## src/rtl/control_fsm.sv

```systemverilog
// control_fsm: multi-cycle (IF/ID/EX/MEM/WB) control unit for an RV32I subset.
// Every instruction takes five cycles. The instruction word is captured into IR
// on IF->ID, and the Zero flag is captured into a taken flag on EX->MEM. The
// control outputs are decoded only from registered state (state, IR, taken),
// so reset clears them immediately.
//
// Ports:
//   clk       rising-edge clock
//   rst       asynchronous active-low reset
//   instr     instruction word, valid during IF
//   Zero      ALU zero flag, sampled at the end of EX
//   PCSrc     1 = branch target, 0 = PC + 4 (WB only)
//   ALUSrc    1 = immediate operand, 0 = rs2
//   RegWrite  register file write enable (WB only)
//   MemToReg  1 = write back from data memory (lw)
//   ALUCtrl   ALU operation select
//   loadPC    PC update strobe (every WB)
//   MemRead   data memory read strobe (MEM, lw)
//   MemWrite  data memory write strobe (MEM, sw)
//   illegal   unsupported instruction flag (WB only)
//   instret   retired instruction count, wraps
module control_fsm #(
    parameter int unsigned CNT_WIDTH = 32
) (
    input  logic                 clk,
    input  logic                 rst,
    input  logic [31:0]          instr,
    input  logic                 Zero,
    output logic                 PCSrc,
    output logic                 ALUSrc,
    output logic                 RegWrite,
    output logic                 MemToReg,
    output logic [3:0]           ALUCtrl,
    output logic                 loadPC,
    output logic                 MemRead,
    output logic                 MemWrite,
    output logic                 illegal,
    output logic [CNT_WIDTH-1:0] instret
);

    localparam logic [2:0] S_IF  = 3'd0;
    localparam logic [2:0] S_ID  = 3'd1;
    localparam logic [2:0] S_EX  = 3'd2;
    localparam logic [2:0] S_MEM = 3'd3;
    localparam logic [2:0] S_WB  = 3'd4;

    localparam logic [6:0] OP_R   = 7'b0110011;
    localparam logic [6:0] OP_I   = 7'b0010011;
    localparam logic [6:0] OP_LW  = 7'b0000011;
    localparam logic [6:0] OP_SW  = 7'b0100011;
    localparam logic [6:0] OP_BEQ = 7'b1100011;

    localparam logic [6:0] F7_BASE = 7'b0000000;
    localparam logic [6:0] F7_ALT  = 7'b0100000;

    localparam logic [3:0] ALU_AND  = 4'b0000;
    localparam logic [3:0] ALU_OR   = 4'b0001;
    localparam logic [3:0] ALU_ADD  = 4'b0010;
    localparam logic [3:0] ALU_SUB  = 4'b0110;
    localparam logic [3:0] ALU_SLT  = 4'b0111;
    localparam logic [3:0] ALU_SRL  = 4'b1000;
    localparam logic [3:0] ALU_SLL  = 4'b1001;
    localparam logic [3:0] ALU_SRA  = 4'b1010;
    localparam logic [3:0] ALU_SLTU = 4'b1011;
    localparam logic [3:0] ALU_XOR  = 4'b1101;

    logic [2:0]  state;
    logic [2:0]  state_next;
    logic [31:0] ir;
    logic        taken;

    logic [6:0] opcode;
    logic [2:0] funct3;
    logic [6:0] funct7;
    logic       shift_f7_ok;

    logic [3:0] dec_alu;
    logic       dec_alusrc;
    logic       is_alu;
    logic       is_lw;
    logic       is_sw;
    logic       is_beq;
    logic       dec_illegal;

    // Operand/register fields belong to the datapath; only the decode fields are used here.
    logic ir_unused;
    assign ir_unused = ^{ir[24:15], ir[11:7]};

    assign opcode      = ir[6:0];
    assign funct3      = ir[14:12];
    assign funct7      = ir[31:25];
    assign shift_f7_ok = (funct7 == F7_BASE) || (funct7 == F7_ALT);

    // State register.
    always_ff @(posedge clk or negedge rst) begin
        if (!rst) begin
            state <= S_IF;
        end else begin
            state <= state_next;
        end
    end

    // Fixed five-step sequence; unused encodings recover to IF.
    always_comb begin
        state_next = S_IF;
        case (state)
            S_IF:    state_next = S_ID;
            S_ID:    state_next = S_EX;
            S_EX:    state_next = S_MEM;
            S_MEM:   state_next = S_WB;
            S_WB:    state_next = S_IF;
            default: state_next = S_IF;
        endcase
    end

    // IR capture, branch-taken capture and retired-instruction counter.
    always_ff @(posedge clk or negedge rst) begin
        if (!rst) begin
            ir      <= '0;
            taken   <= 1'b0;
            instret <= '0;
        end else begin
            if (state == S_IF) begin
                ir <= instr;
            end
            if (state == S_EX) begin
                taken <= is_beq & Zero;
            end
            if (state == S_WB) begin
                instret <= instret + CNT_WIDTH'(1);
            end
        end
    end

    // Instruction decode from IR.
    always_comb begin
        dec_alu     = ALU_AND;
        dec_alusrc  = 1'b0;
        is_alu      = 1'b0;
        is_lw       = 1'b0;
        is_sw       = 1'b0;
        is_beq      = 1'b0;
        dec_illegal = 1'b0;
        case (opcode)
            OP_R: begin
                is_alu = 1'b1;
                case (funct7)
                    F7_BASE: begin
                        case (funct3)
                            3'b000:  dec_alu = ALU_ADD;
                            3'b001:  dec_alu = ALU_SLL;
                            3'b010:  dec_alu = ALU_SLT;
                            3'b011:  dec_alu = ALU_SLTU;
                            3'b100:  dec_alu = ALU_XOR;
                            3'b101:  dec_alu = ALU_SRL;
                            3'b110:  dec_alu = ALU_OR;
                            default: dec_alu = ALU_AND;
                        endcase
                    end
                    F7_ALT: begin
                        case (funct3)
                            3'b000:  dec_alu = ALU_SUB;
                            3'b101:  dec_alu = ALU_SRA;
                            default: dec_illegal = 1'b1;
                        endcase
                    end
                    default: dec_illegal = 1'b1;
                endcase
            end
            OP_I: begin
                is_alu     = 1'b1;
                dec_alusrc = 1'b1;
                case (funct3)
                    3'b000:  dec_alu = ALU_ADD;
                    3'b010:  dec_alu = ALU_SLT;
                    3'b011:  dec_alu = ALU_SLTU;
                    3'b100:  dec_alu = ALU_XOR;
                    3'b110:  dec_alu = ALU_OR;
                    3'b001: begin
                        dec_alu     = ALU_SLL;
                        dec_illegal = ~shift_f7_ok;
                    end
                    3'b101: begin
                        // IR[30] picks arithmetic vs logical right shift.
                        dec_alu     = ir[30] ? ALU_SRA : ALU_SRL;
                        dec_illegal = ~shift_f7_ok;
                    end
                    default: dec_alu = ALU_AND;
                endcase
            end
            OP_LW: begin
                is_lw       = 1'b1;
                dec_alusrc  = 1'b1;
                dec_alu     = ALU_ADD;
                dec_illegal = (funct3 != 3'b010);
            end
            OP_SW: begin
                is_sw       = 1'b1;
                dec_alusrc  = 1'b1;
                dec_alu     = ALU_ADD;
                dec_illegal = (funct3 != 3'b010);
            end
            OP_BEQ: begin
                is_beq      = 1'b1;
                dec_alu     = ALU_SUB;
                dec_illegal = (funct3 != 3'b000);
            end
            default: dec_illegal = 1'b1;
        endcase
        // Unsupported encodings execute as a NOP with every effect suppressed.
        if (dec_illegal) begin
            dec_alu    = ALU_AND;
            dec_alusrc = 1'b0;
            is_alu     = 1'b0;
            is_lw      = 1'b0;
            is_sw      = 1'b0;
            is_beq     = 1'b0;
        end
    end

    // Control outputs: decoded fields held from ID to WB, strobes in their own state.
    always_comb begin
        PCSrc    = 1'b0;
        ALUSrc   = 1'b0;
        RegWrite = 1'b0;
        MemToReg = 1'b0;
        ALUCtrl  = 4'b0000;
        loadPC   = 1'b0;
        MemRead  = 1'b0;
        MemWrite = 1'b0;
        illegal  = 1'b0;
        if (state != S_IF) begin
            ALUCtrl  = dec_alu;
            ALUSrc   = dec_alusrc;
            MemToReg = is_lw;
        end
        case (state)
            S_MEM: begin
                MemRead  = is_lw;
                MemWrite = is_sw;
            end
            S_WB: begin
                RegWrite = is_alu | is_lw;
                loadPC   = 1'b1;
                PCSrc    = taken;
                illegal  = dec_illegal;
            end
            default: ;
        endcase
    end

endmodule

```

## config.mk

```make
export PLATFORM = sky130hd
export DESIGN_NAME = control_fsm
export DESIGN_NICKNAME = d
export VERILOG_FILES = /design/src/rtl/control_fsm.sv
export SDC_FILE = /design/constraint.sdc
export NUM_CORES = 1
export LEC_CHECK = 0
export CELL_PAD_IN_SITES_DETAIL_PLACEMENT = 0
export CELL_PAD_IN_SITES_GLOBAL_PLACEMENT = 1
export CORE_ASPECT_RATIO = 0.75
export CORE_MARGIN = 5
export CORE_UTILIZATION = 36
export DETAILED_ROUTE_END_ITERATION = 12
export PLACE_DENSITY = 0.78
export SYNTH_ARGS = -nofsm -noshare
export SYNTH_HDL_FRONTEND = slang
export SYNTH_SLANG_ARGS = --single-unit
export TNS_END_PERCENT = 10
```

## constraint.sdc

```tcl
create_clock -name clk -period 3 [get_ports clk]
set_clock_uncertainty 0.1 [all_clocks]
set_input_delay 0.6 -clock clk [delete_from_list [all_inputs] [get_ports clk]]
set_output_delay 0.6 -clock clk [all_outputs]
set_load 0.03 [all_outputs]
```

**Yosys cells after proc, flatten, opt, wreduce, memory -nomap -nowiden**

Cells that the tools add are included.

- Register bits: 68
- Input port bits: 35
- Output and inout bits: 44
- Word-level logic and storage cells: 67

- Add/subtract/negate cells: 1
- Equal/unequal tests: 17
- Mux-type cells: 31
- Bitwise operators: 3
- Reductions and logical operators: 11

Operators by type and width:

| cell | number |
|---|---|
| one-hot mux 4 bit (7 select lines) | 2 |
| adder 32 x 1 -> 32 bit (second input constant) | 1 |
| == test 7 x 6 -> 1 bit (second input constant) | 3 |
| 2-to-1 mux 1 bit | 20 |
| one-hot mux 4 bit (2 select lines) | 2 |
| one-hot mux 4 bit (4 select lines) | 1 |
| == test 3 x 2 -> 1 bit (second input constant) | 4 |
| == test 3 bit (second input constant) | 4 |
| one-hot mux 3 bit (4 select lines) | 1 |
| 2-to-1 mux 4 bit | 2 |
| OR reduction 2 bit | 4 |
| == test 7 x 2 -> 1 bit (second input constant) | 1 |
| == test 7 x 5 -> 1 bit (second input constant) | 1 |
| == test 7 bit (second input constant) | 1 |
| logical NOT 7 bit | 1 |
| == test 3 x 1 -> 1 bit (second input constant) | 2 |
| logical NOT 3 bit | 2 |
| nonzero test 3 bit | 2 |
| one-hot mux 1 bit (4 select lines) | 1 |
| inequality test 3 x 2 -> 1 bit (second input constant) | 1 |
| OR reduction 3 bit | 1 |
| 2-to-1 mux 2 bit | 1 |
| one-hot mux 1 bit (2 select lines) | 1 |
| AND 1 bit | 1 |
| other kinds (3) | 3 |

**Logic depth before layout (Yosys ltp)**

- Depth in word-level cells: 8
- Depth in mapped cells: 7
- Mapped depth without buffers: 6

**Worst setup path before layout**

OpenSTA, ideal clock, no wires.

- Path type: reg2out
- Start point: register ir[28]
- End point: output RegWrite
- Data arrival time: 2.155 ns
- Required time: 2.300 ns
- Slack: 0.145 ns
- Stages on the path, launching flop included: 6
- Buffers on the path: 0
- Path through: dfrtp_1 or4_4 or3_4 o211ai_2 nand2_1 nor4b_2

- Longest elaborated chain between the ends: 8
- Elaborated cells between the ends (all ways): 11
- Those cells by class: eq/ne (1); mux (6); bitwise (2); reduce/logical (2)

RTL lines:

| what | RTL line | RTL |
|---|---|---|
| start: declaration | 69 | `logic [31:0] ir;` |
| start signal: assignment | 124 | `ir <= instr;` |
| == test 7 x 6 -> 1 bit / logical NOT 7 bit (equally long branches) | 92, 147 |  |
| logical OR 1 bit | 92 | `assign shift_f7_ok = (funct7 == F7_BASE) \|\| (funct7 == F7_ALT);` |
| inverter 1 bit | 181, 186 |  |
| 2-to-1 mux 1 bit | - |  |
| one-hot mux 1 bit (4 select lines) (*) | 144 | `case (opcode)` |
| 2-to-1 mux 1 bit | 211 | `if (dec_illegal) begin` |
| OR 1 bit (*) | 243 | `RegWrite = is_alu \| is_lw;` |
| 2-to-1 mux 1 bit (*) | 237 | `case (state)` |
| end: declaration | 31 | `output logic RegWrite,` |

Mark *: on every way between the ends. The rest lies on a longest branch, timed or not.

**Worst setup path after layout**

- Start point: register ir[31]
- End point: output ALUCtrl[2]

- Longest elaborated chain between the ends: 7
- Elaborated cells between the ends (all ways): 11
- Those cells by class: eq/ne (1); mux (7); bitwise (1); reduce/logical (2)

RTL lines:

| what | RTL line | RTL |
|---|---|---|
| == test 7 x 6 -> 1 bit / logical NOT 7 bit (equally long branches) | 92, 147 |  |
| logical OR 1 bit | 92 |  |
| inverter 1 bit | 181, 186 |  |
| 2-to-1 mux 1 bit | - |  |
| one-hot mux 1 bit (4 select lines) | 144 |  |
| 2-to-1 mux 4 bit (*) | 211 |  |
| 2-to-1 mux 4 bit (*) | 232 | `if (state != S_IF) begin` |
| end: declaration | 33 | `output logic [3:0] ALUCtrl,` |

Marked as above.

==> flow_summary.json <==
{
  "drt_iter0_markers": 78,
  "die_height_um": 84.62,
  "drive_above_1_share": 0.2181,
  "core_area_sq_um": 7297,
  "max_slew_margin": 0.4950,
  "viasPerCell": 4.874,
  "cp_data_required_time_ns": 2.30,
  "num_vias": 2057,
  "wl_met1_mm": 2.940,
  "dp_cells": 411,
  "switchingPower_mw": 0.2795,
  "cp_cell_sequence": "or4_4 -> o41ai_4 -> nand2_2 -> or3_4 -> a21oi_2 -> buf_6",
  "finalSetupTns_ns": -0.02673,
  "syn2layout_area_growth_pct": 36.94,
  "synthTopCellsByArea": "dfrtp_1, xnor2_1, mux2_2",
  "ys_warn_count": 0,
  "crit_path_max_incr_delay_ns": 0.55,
  "h-tree-depth": 2,
  "crit_end": "ALUCtrl[2]",
  "finalNetCount": 356,
  "hpwl_mm": 4.458,
  "clock_latency_ns": 0.29,
  "initial_core_util": 0.3663,
  "yosysSeqAreaShare": 0.4963,
  "finalWirelength_mm": 5.979,
  "die_area_sq_um": 9265,
  "status": "finished, violations left",
  "firstDrtPassIters": 4,
  "cap_violations": 0,
  "reg2reg_from": "state[0]",
  "rows": 27,
  "overflow": 0,
  "combPwrFrac": 0.068,
  "async_flop_share": 1.000,
  "grt_max_degree": 54,
  "netlist.area_leader.share": 0.4963,
  "crit_path_top_delay_cell": "or4_4",
  "vdd_drop_max_v": 0.0002387,
  "crit_start": "ir[31]",
  "fin_cells": 422,
  "grtUsageTotal": 0.1337,
  "synth_edf_count": 0,
  "cts_tree": "done",
  "switching_share": 0.2113,
  "synth.avg_cell_area_sq_um": 10.86,
  "finalWorstSetupSlack_ns": -0.02673,
  "worstSetupPathType": "register to output port",
  "worst-path-stages": 6,
  "clock_sinks": 53,
  "grt_pass1_wl_mm": 9.894,
  "r2r_setup_slack_ns": 0.92,
  "gp_congestion": 0.8203,
  "crit_fanout": 2,
  "clkTransAtPathRegs_ns": 0.09,
  "cts-root-buf": "clkbuf_8",
  "p_clk_frac": 0.374,
  "syn-cell-area_sq_um": 2673,
  "met3_length_um": 380,
  "fin_util": 0.5015,
  "internal-power_mw": 1.044,
  "dp_slack_ns": 0.2195,
  "fp.dieW_um": 109.5,
  "period_needed_ns": 3.027,
  "drc_errors": 0,
  "timing.final.crit_share": 1.009,
  "synth_fp_nets": 282,
  "n_antenna_cell": 0,
  "synth_top_area_cell": "dfrtp_1",
  "wl_met2_mm": 2.617,
  "critPathTopFamily": "simple AND/OR/NAND/NOR gates",
  "worst_pin_slew_ns": 0.7506,
  "clock.fmax_ghz": 0.3304,
  "numCtsBuffers": 5,
  "grt_pass1_vias": 1996,
  "r2r_cells": 5,
  "routed.top_layer": "met4",
  "critPathArrivalTime_ns": 2.33,
  "antenna_found_initial": 0,
  "wl_per_cell_um": 14.17,
  "detail-route-antenna-nets": 0,
  "io_buffers": 63,
  "seq_power_share": 0.558,
  "synthFlopType": "dfrtp_1",
  "cp-start-kind": "register",
  "synth-seq-cells": 53,
  "cts.path.max_buffers": 2,
  "rsz0062_at_grt": "yes",
  "critPathBufInv": 1,
  "report.power.total_mw": 1.323,
  "synth_cell_types": 47,
  "power_density_nw_per_um2": 361.6,
  "crit_path_end_kind": "output port",
  "violations": "negative setup slack",
  "drv_slew": 0,
  "syn_inst": 246,
  "layout_common_cells": "clkdlybuf4s50_1, dfrtp_1, nand2_1, xnor2_1",
  "setup_viol": 1,
  "hold_class": "primary input to async pin",
  "power.leakage_nw": 1.454,
  "reg2reg_to": "instret[22]",
  "io_pins": 79,
  "finalHoldViolations": 0
}
==> sequential cells by signal, indices dropped and copies added (netlist names) <==
name     flops
instret     32
ir          17
state        3
taken        1
==> through the flow <==
step | hold WS [ns] | cell area (sq um)
3_3_place_gp | 0.3550 | 3445
5_1_grt | 0.3911 | 3660
2_1_floorplan | 0.2044 | 2673
4_1_cts | 0.3472 | 3637
6_report | 0.3215 | 3660
3_5_place_dp | 0.3641 | 3445
==> worst min-delay path by stage <==
stage	endpoint	startpoint	cells after the start
global route	ir[6]	rst	2
detailed placement	instret[31]	instret[31]	1
floorplan	instret[0]	rst	0
CTS	instret[22]	rst	2
global placement	instret[31]	instret[31]	1
finish	ir[5]	rst	2
==> synthesized netlist by cell type, types with 2 or more instances <==
library cell,n
a21oi_1,4
and2_1,3
and4_1,2
buf_2,3
clkbuf_1,6
dfrtp_1,53
inv_1,9
mux2_2,15
nand2_1,27
nand3_1,18
nand4_1,11
nor2_1,17
nor2b_1,2
nor3_1,2
nor3_2,3
nor4_1,2
o21ai_0,6
o22ai_1,2
xnor2_1,25
xor2_1,9
==> repair_timing <==
item	in CTS	in global routing
pin swaps	7	2
setup endpoints to repair	3	7
hold buffers	0	0
buffers inserted	3	0
gates resized for setup	11	4
==> power groups by stage <==
stage,sequential [mW],clock [mW],combinational [mW]
after floorplan,0.745,0,0.0390
after global placement,0.752,0,0.0854
after detailed placement,0.752,0,0.0863
after CTS,0.738,0.519,0.0902
after global routing,0.741,0.539,0.100
final,0.739,0.494,0.0900
==> cell type report <==
| class | instances | area (sq um) |
|---|---|---|
| tap | 101 | 126.4 |
| fill | 675 | 3637 |
| clock inverter | 1 | 30.03 |
| timing repair buffer | 76 | 719.4 |
| multi-input combinational | 175 | 1338 |
| clock buffer | 7 | 86.33 |
| inverter | 9 | 33.78 |
| sequential | 53 | 1326 |
==> worst register-to-register path: cells and delay by family (launching register included) <==
family	cells	cell delay [ns]
and+or+nand+nor	4	1.28
DFF	1	0.47
xor gates and xnor gates	1	0.17
==> layer usage <==
layer  vias up  track usage
met5         -            0
met4         0      0.03058
met3         2      0.03305
met2        58       0.1934
met1       995       0.1998
li1       1002            -
==> cell families after synthesis <==
logic type	after synthesis	share of synthesized area
adder cells (fa/ha/maj)	1	0.004681
flip-flops	53	0.4963
AND/OR/NAND/NOR	102	0.2266
XOR/XNOR	34	0.1114
AO/OA/AOI/OAI	22	0.06742
multiplexers	16	0.06695
buffers and inverters	18	0.02668
Note: power is estimated with default switching activity, not from simulation.
